[src/rtl/reg_scoreboard.sv]
`default_nettype none
// +--------------------------------------------------------------------------+
// | Module   : reg_scoreboard                                                |
// | Purpose  : Register-file issue scoreboard with RAW stall and writeback   |
// |            bypass. Define SCOREBOARD_WAW_STALL_EN to limit each register |
// |            to one in-flight write.                                       |
// | Revision : 1.0  initial release                                          |
// +--------------------------------------------------------------------------+
module reg_scoreboard #(
    parameter int  NREGS     = 32,
    parameter int  IDXW      = 5,
    parameter int  CNTW      = 2,
    parameter int  MAX_TOTAL = 8,
    localparam int TOTW      = $clog2(MAX_TOTAL + 1)
) (
    input  logic             clk,
    input  logic             rst,
    input  logic             issue_valid,
    input  logic [IDXW-1:0]  issue_rd,
    input  logic             issue_rwrite,
    input  logic [IDXW-1:0]  r1_idx,
    input  logic             r1_used,
    input  logic [IDXW-1:0]  r2_idx,
    input  logic             r2_used,
    input  logic             rwrite,
    input  logic [IDXW-1:0]  write_idx,
    input  logic             flush,
    output logic             stall,
    output logic             issue_ack,
    output logic [NREGS-1:0] busy_mask,
    output logic [TOTW-1:0]  pending_total,
    output logic             err_underflow
);

    localparam logic [CNTW-1:0] c_cnt_max   = {CNTW{1'b1}};
    localparam logic [CNTW-1:0] c_cnt_one   = CNTW'(1);
    localparam logic [TOTW-1:0] c_total_max = TOTW'(MAX_TOTAL);

    logic [CNTW-1:0] r_cnt [NREGS];
    logic [TOTW-1:0] r_total;
    logic            r_err;

    logic [CNTW-1:0] w_cnt_s1, w_cnt_s2, w_cnt_rd, w_cnt_wb;
    logic            w_haz1, w_haz2, w_dest_full, w_total_full;
    logic            w_wb_valid, w_underflow, w_inc;

    assign w_cnt_s1 = r_cnt[r1_idx];
    assign w_cnt_s2 = r_cnt[r2_idx];
    assign w_cnt_rd = r_cnt[issue_rd];
    assign w_cnt_wb = r_cnt[write_idx];

    always_comb begin
        w_wb_valid  = rwrite && (write_idx != '0) && (w_cnt_wb != '0);
        w_underflow = rwrite && (write_idx != '0) && (w_cnt_wb == '0);

        // A writeback retiring the last pending write is forwarded by the file.
        w_haz1 = r1_used && (r1_idx != '0) && (w_cnt_s1 != '0) &&
                 !(rwrite && (write_idx == r1_idx) && (w_cnt_s1 == c_cnt_one));
        w_haz2 = r2_used && (r2_idx != '0) && (w_cnt_s2 != '0) &&
                 !(rwrite && (write_idx == r2_idx) && (w_cnt_s2 == c_cnt_one));

`ifdef SCOREBOARD_WAW_STALL_EN
        w_dest_full = issue_rwrite && (issue_rd != '0) && (w_cnt_rd != '0) &&
                      !(rwrite && (write_idx == issue_rd) && (w_cnt_rd == c_cnt_one));
`else
        w_dest_full = issue_rwrite && (issue_rd != '0) && (w_cnt_rd == c_cnt_max);
`endif

        w_total_full = issue_rwrite && (r_total == c_total_max) && !w_wb_valid;

        stall     = issue_valid && (w_haz1 || w_haz2 || w_dest_full || w_total_full);
        issue_ack = issue_valid && !stall;
        w_inc     = issue_ack && issue_rwrite && (issue_rd != '0);
    end

    always_ff @(posedge clk or posedge rst) begin
        if (rst) begin
            for (int i = 0; i < NREGS; i++) begin
                r_cnt[i] <= '0;
            end
            r_total <= '0;
            r_err   <= 1'b0;
        end else begin
            if (w_underflow) begin
                r_err <= 1'b1;
            end
            if (flush) begin
                for (int i = 0; i < NREGS; i++) begin
                    r_cnt[i] <= '0;
                end
                r_total <= '0;
            end else begin
                // Entry 0 is never written after reset, so it stays zero.
                for (int i = 1; i < NREGS; i++) begin
                    if (w_inc && (issue_rd == IDXW'(i)) &&
                        !(w_wb_valid && (write_idx == IDXW'(i)))) begin
                        r_cnt[i] <= r_cnt[i] + c_cnt_one;
                    end else if (w_wb_valid && (write_idx == IDXW'(i)) &&
                                 !(w_inc && (issue_rd == IDXW'(i)))) begin
                        r_cnt[i] <= r_cnt[i] - c_cnt_one;
                    end
                end
                if (w_inc && !w_wb_valid) begin
                    r_total <= r_total + TOTW'(1);
                end else if (w_wb_valid && !w_inc) begin
                    r_total <= r_total - TOTW'(1);
                end
            end
        end
    end

    for (genvar gi = 0; gi < NREGS; gi++) begin : g_busy
        if (gi == 0) begin : g_zero
            assign busy_mask[gi] = 1'b0;
        end else begin : g_reg
            assign busy_mask[gi] = (r_cnt[gi] != '0);
        end
    end

    assign pending_total = r_total;
    assign err_underflow = r_err;

endmodule
`default_nettype wire

[config.mk]
export PLATFORM = sky130hd
export DESIGN_NAME = reg_scoreboard
export DESIGN_NICKNAME = d
export VERILOG_FILES = /design/src/rtl/reg_scoreboard.sv
export SDC_FILE = /design/constraint.sdc
export NUM_CORES = 1
export LEC_CHECK = 0
export ABC_AREA = 1
export CORE_MARGIN = 5
export CORE_UTILIZATION = 40
export CTS_CLUSTER_DIAMETER = 100
export CTS_CLUSTER_SIZE = 12
export DETAILED_ROUTE_END_ITERATION = 8
export PLACE_DENSITY = 0.56
export SLEW_MARGIN = 10
export SYNTH_ARGS = -nofsm -noshare
export SYNTH_HDL_FRONTEND = slang
export SYNTH_SLANG_ARGS = --single-unit
[constraint.sdc]
create_clock -name clk -period 2.85 [get_ports clk]
set_input_delay 0.57 -clock clk [delete_from_list [all_inputs] [get_ports clk]]
set_output_delay 0.57 -clock clk [all_outputs]
set_load 0.05 [all_outputs]
* After elaboration in Yosys (flattened, before gate mapping)
Cells that the tools add are included.
Word-level totals: bits in registers 67, input bits 28, output and inout port bits 39, logic and storage cells 539
Operators by class: add/sub/neg operators 64, order comparisons 4, equal/unequal tests 68, mux-type cells 78, bitwise logic cells 4, reductions and logical operators 288
Operators with widths (number):
- 5-bit equality test, second input constant | 32
- 1-bit logical AND | 147
- 2-bit 2-to-1 mux | 70
- 3-bit nonzero test | 32
- 5-bit by 4-bit equality test with 1-bit output, second input constant | 16
- 2-bit nonzero test | 34
- 1-bit logical NOT | 67
- 2-bit by 1-bit adder with 2-bit output, second input constant | 31
- 62-bit 2-to-1 mux | 1
- 2-bit by 1-bit subtractor with 2-bit output, second input constant | 31
- 2-bit binary-select mux with 5-bit select | 4
- 5-bit by 3-bit equality test with 1-bit output, second input constant | 8
- 6-bit greater-or-equal comparator, second input constant | 4
- 5-bit inverter with 6-bit output | 4
- 5-bit by 2-bit equality test with 1-bit output, second input constant | 4
- 5-bit nonzero test | 4
- 4-bit 2-to-1 mux | 3
- 5-bit by 1-bit equality test with 1-bit output, second input constant | 2
- 5-bit equality test | 2
- 4-bit by 1-bit adder with 4-bit output, second input constant | 1
- 2-bit by 1-bit equality test with 1-bit output, second input constant | 2
- 4-bit equality test, second input constant | 1
- 4-bit by 1-bit subtractor with 4-bit output, second input constant | 1
- 1-bit logical OR | 3
- 2 further kinds | 2

* Depth between registers and ports, before layout
depth after elaboration 22, gate-level depth with buffers 23, depth with buffers taken out 22

* Worst setup path before layout
Ideal clock, no wire load.
kind in2reg, start point in write_idx[1], end point reg r_cnt[13] in the netlist's numbering, setup time 66 ps, data arrival time 3068 ps, data required time 2784 ps, path slack -284 ps, stages on the path 17, buffers on the path 2, cells stage by stage buf_4 -> inv_2 -> buf_2 -> nand3_1 -> nand2_1 -> nor2_1 -> a21oi_1 -> nor2_1 -> nand2_1 -> nand3_2 -> nand2_1 -> nand3_2 -> nor3_2 -> nand4_1 -> a21oi_1 -> nand2_1 -> nand2_1
Between the ends: longest elaborated chain between the ends 18, elaborated cells on any way between the ends 38, classes of those cells 3 x eq/ne; 5 x mux; 1 x bitwise; 29 x reduce/logical
RTL lines:
- start: declaration | RTL line 26 | input logic [IDXW-1:0] write_idx,
- 5-bit inverter with 6-bit output (not written as such) | RTL line 50 | assign w_cnt_wb = r_cnt[write_idx];
- 2-bit binary-select mux with 5-bit select | RTL line 50
- 2-bit 2-to-1 mux (not written as such) (2 in a row) | RTL line 50
- 2-bit nonzero test | RTL line 53 | w_wb_valid = rwrite && (write_idx != '0) && (w_cnt_wb != '0);
- 1-bit logical AND | RTL line 53
- 1-bit logical NOT | RTL line 69 | w_total_full = issue_rwrite && (r_total == c_total_max) && !w_wb_valid;
- 1-bit logical AND | RTL line 69
- 1-bit logical OR * | RTL line 71 | stall = issue_valid && (w_haz1 || w_haz2 || w_dest_full || w_total_full);
- 1-bit logical AND * | RTL line 71
- 1-bit logical NOT * | RTL line 72 | issue_ack = issue_valid && !stall;
- 1-bit logical AND * | RTL line 72
- net issue_ack | RTL line 29 | output logic issue_ack,
- 1-bit logical AND * (2 in a row) | RTL line 73 | w_inc = issue_ack && issue_rwrite && (issue_rd != '0);
- 1-bit logical AND * | RTL line 95, 99
- 1-bit logical AND / 1-bit logical NOT (equally long branches) | RTL line 95, 99
- 2-bit 2-to-1 mux / 1-bit logical AND (equally long branches) | RTL line 95, 98
- 62-bit 2-to-1 mux / 3-bit nonzero test (equally long branches)
- end signal: indexed assignment | RTL line 97 | r_cnt[i] <= r_cnt[i] + c_cnt_one;
- end signal: indexed assignment | RTL line 100 | r_cnt[i] <= r_cnt[i] - c_cnt_one;
- end: declaration | RTL line 39 | logic [CNTW-1:0] r_cnt [NREGS];
Mark *: on every way through the listed nets, which the timed path passes. The rest lies on a longest branch. The select of a mux whose other input is x is not followed. A chain may end at the register's enable or synchronous reset.

* Worst setup path after layout
start point in r1_idx[1], end point out stall
Between the ends: longest elaborated chain between the ends 12, elaborated cells on any way between the ends 18, classes of those cells 2 x eq/ne; 3 x mux; 1 x bitwise; 12 x reduce/logical
RTL lines:
- start: declaration | RTL line 21 | input logic [IDXW-1:0] r1_idx,
- 5-bit inverter with 6-bit output (not written as such) | RTL line 47 | assign w_cnt_s1 = r_cnt[r1_idx];
- 2-bit binary-select mux with 5-bit select | RTL line 47
- 2-bit 2-to-1 mux (not written as such) (2 in a row) | RTL line 47
- 2-bit by 1-bit equality test with 1-bit output | RTL line 58 | !(rwrite && (write_idx == r1_idx) && (w_cnt_s1 == c_cnt_one));
- 1-bit logical AND | RTL line 58
- 1-bit logical NOT | RTL line 58
- 1-bit logical AND * | RTL line 57 | w_haz1 = r1_used && (r1_idx != '0) && (w_cnt_s1 != '0) &&
- 1-bit logical OR * (3 in a row) | RTL line 71
- 1-bit logical AND * | RTL line 71
- end: declaration | RTL line 28 | output logic stall,
Every way passes the cells marked *; elsewhere a longest branch is shown, timed or not. The select of a mux whose other input is x is not followed.

==> reports/results.ini <==
[worst_setup_path]
critPathMaxFanout=5
crit_path_start_kind=input pin
end_kind=output pin
critical_path_class=input pin to output pin
worstPathRequired_ns=2.28
cp.arrival_ns=2.40

[outcome]
status=finished, violations left
violations=setup timing

[timing]
fin_ws_ns=-0.1233
rsz0062_at_grt=yes
slew_headroom=0.6154
fin_skew_ns=0.009273
hold_ws_ns=0.4593
final_max_slew_viol_count=0
period_minus_slack_ns=2.973
setup_viol=30
tightest_slew_ns=0.5769
min_period_over_period=1.043
fmax_mhz=336.3
finalHoldViolCount=0

[final_layout]
stdcell_area_um2=12000
fillCellCount=1912
layoutNonFillerInstCount=1994
num_antenna_cells=0
areaGrowthSynthToFinish_pct=51.64
final_core_utilization=0.6166
drive_gt1_frac=0.2666
layout.nets=1756

[placement]
detailedPlace.worstSlack_ns=-0.9253
placed_area_um2=10050
placed_cells=1920
io_buffers=65
gp_congestion=1.061
place.detailed.hpwl_um=29240

[synth]
synth_edf_count=0
synthAdderAreaFrac=0.005692
synthSimpleGateAreaFrac=0.5676
synth_compound_area_frac=0.08411
synth_xor_area_frac=0.005534
ys.flop_type=dfrtp_1
yosysTopAreaCell=nand2_1
syn_avg_cell_area_um2=5.294
synthTopCellsByCount=nand2_1 (581), nor2_1 (202), nand3_1 (187)
synth_cell_types=37
yosysMostFrequentCell=nand2_1
synth_seq_cells=67
synth_mux_area_frac=0
syn_area_um2=7914
async_flop_share=1.000
synthCells=1495
ys_warn_count=0
synthesis.nets=1526
synth_top_family_by_area=simple AND/OR/NAND/NOR gates
seq_area_frac_synth=0.2119
synth_top_area_frac=0.2756
ys_top_cells_by_area=nand2_1 (28%), dfrtp_1 (21%), nand3_1 (12%), nor2_1 (9.6%), inv_1 (8.3%)

[floorplanning]
core_um2=19460
io_pins=67
initial_core_util=0.4066
die_y_um=150.7
num_rows=51
die_width_um=150.7
fp.dieArea_um2=22700

[clock_network]
htree_levels=3
clock_path_buffers=2
cts_tree=yes
clkTransAtPathRegs_ns=0.06
clock-root-buffer=clkbuf_16
cts_sinks=67
numCtsBuffers=9
worstSkewPairLatency_ns=0.35
holdBufCountCts=0

[global_route]
grt_max_degree=122
grt-ovfl-total=0
grt_usage=0.3346
grt_pass1_vias=9995
grt_pass1_wl_um=57520
antenna_found_initial=0

[routing]
drtPass1Iterations=5
vias=11030
vias_per_cell=5.531
first_iter_violations=1234
routed_wl_um=39470
drc=0
wl_per_cell_um=19.80
drt.antenna.violating_nets=0

[hold_path]
min_path_type=flop to flop

[job]
cap_violations=0

[pwr]
p_leak_uw=0.005965
powerDensity_nw_per_um2=486.5
vdd.ir_drop.worst_v=0.0004540

## state kept, by name (all words and copies together), names as in the netlist
signal and flops:
pending_total 4, err_underflow 1, r_cnt 62
## layout make-up
class / count / area, µm² / share of cell area
clock inverters: 2 / 35.03 / 0.002919
multi-input cells: 1179 / 6077 / 0.5064
flip-flops and latches: 67 / 1697 / 0.1414
well taps: 265 / 331.6 / 0.02763
inverters: 183 / 725.7 / 0.06047
repair buffers: 285 / 2874 / 0.2395
clock buffers: 13 / 260.3 / 0.02169
## power breakdown
part           switching [µW]  internal (µW)
registers                 343           1130
clock network             488            722
logic                    1970           1190
total                    2800           3040
## path summary, 6_finish.rpt
kind	start	end	slack [ns]	depth (start not counted)
max	r1_idx[1]	stall	-0.12	15
min	err_underflow$_DFFE_PP0P_	err_underflow$_DFFE_PP0P_	0.46	1
max reg2reg	r_cnt[59]$_DFFE_PP0P_	pending_total[1]$_DFFE_PP0P_	-0.03	23
min reg2reg	err_underflow$_DFFE_PP0P_	err_underflow$_DFFE_PP0P_	0.46	1
max in group asynchronous	rst	r_cnt[43]$_DFFE_PP0P_	1.74	3
min in group asynchronous	rst	pending_total[2]$_DFFE_PP0P_	0.56	2
## critical path, stage by stage
cell	delay, ns
buf_2	0.10
buf_6	0.14
nor2_4	0.18
buf_12	0.19
a21oi_4	0.06
o211ai_1	0.10
buf_4	0.16
nand3_2	0.06
nand2_2	0.08
nand3_4	0.08
a21oi_4	0.25
nor2_4	0.06
buf_6	0.12
nor2_4	0.09
buf_8	0.15
## stage by stage
stage | total power [µW] | setup TNS [ns]
finish | 5839 | -1.189
global route | 6140 | -7.038
CTS | 5524 | -0.3712
detailed placement | 4139 | -44.98
global placement | 4130 | -44.59
floorplan | 2999 | -0.06612
## timing repair
action                                  CTS  global route
pin swaps                                43           131
endpoints found under the hold margin     0             0
endpoints found under the setup margin   68            69
cloned                                    3             7
setup buffers                            37            15
gates resized for setup                 118           242
## cell usage in the layout, fill, tap and decap left out, drive strengths merged
cell type and count:
nand2 581, buf 221, nor2 209, nand3 190, inv 178, dfrtp 67, nand4 64, o21ai 56
clkdlybuf4s50 45, clkbuf 25, o211ai 23, a21oi 22, nand3b 10, clkinv 5, xor2 4, o22ai 4
dlygate4sd2 4, nor3 4, or2 3, dlymetal6s2s 3, ha 2, a21o 1, clkinvlp 1, nor4 1
a31oi 1, o21bai 1, xnor2 1, fa 1, conb 1, bufinv 1
## cells by family (layout without fill, tap and decap cells)
kind of cell,count (synthesis),count (layout)
simple gates,1062,1062
xor+xnor,5,5
buf+inv,249,483
other cells,1,1
fa+ha+maj,3,3
flops,67,67
compound gates,108,108
## per-layer routing
layer | wire [µm] | up-vias | GRT usage
met2 | 17050 | 587 | 0.5174
li1 | - | 5201 | -
met3 | 3699 | 142 | 0.05840
met1 | 16710 | 5099 | 0.4633
met4 | 2014 | 0 | 0.1333
met5 | 0 | - | 0
(Power assumes the default switching activity.)
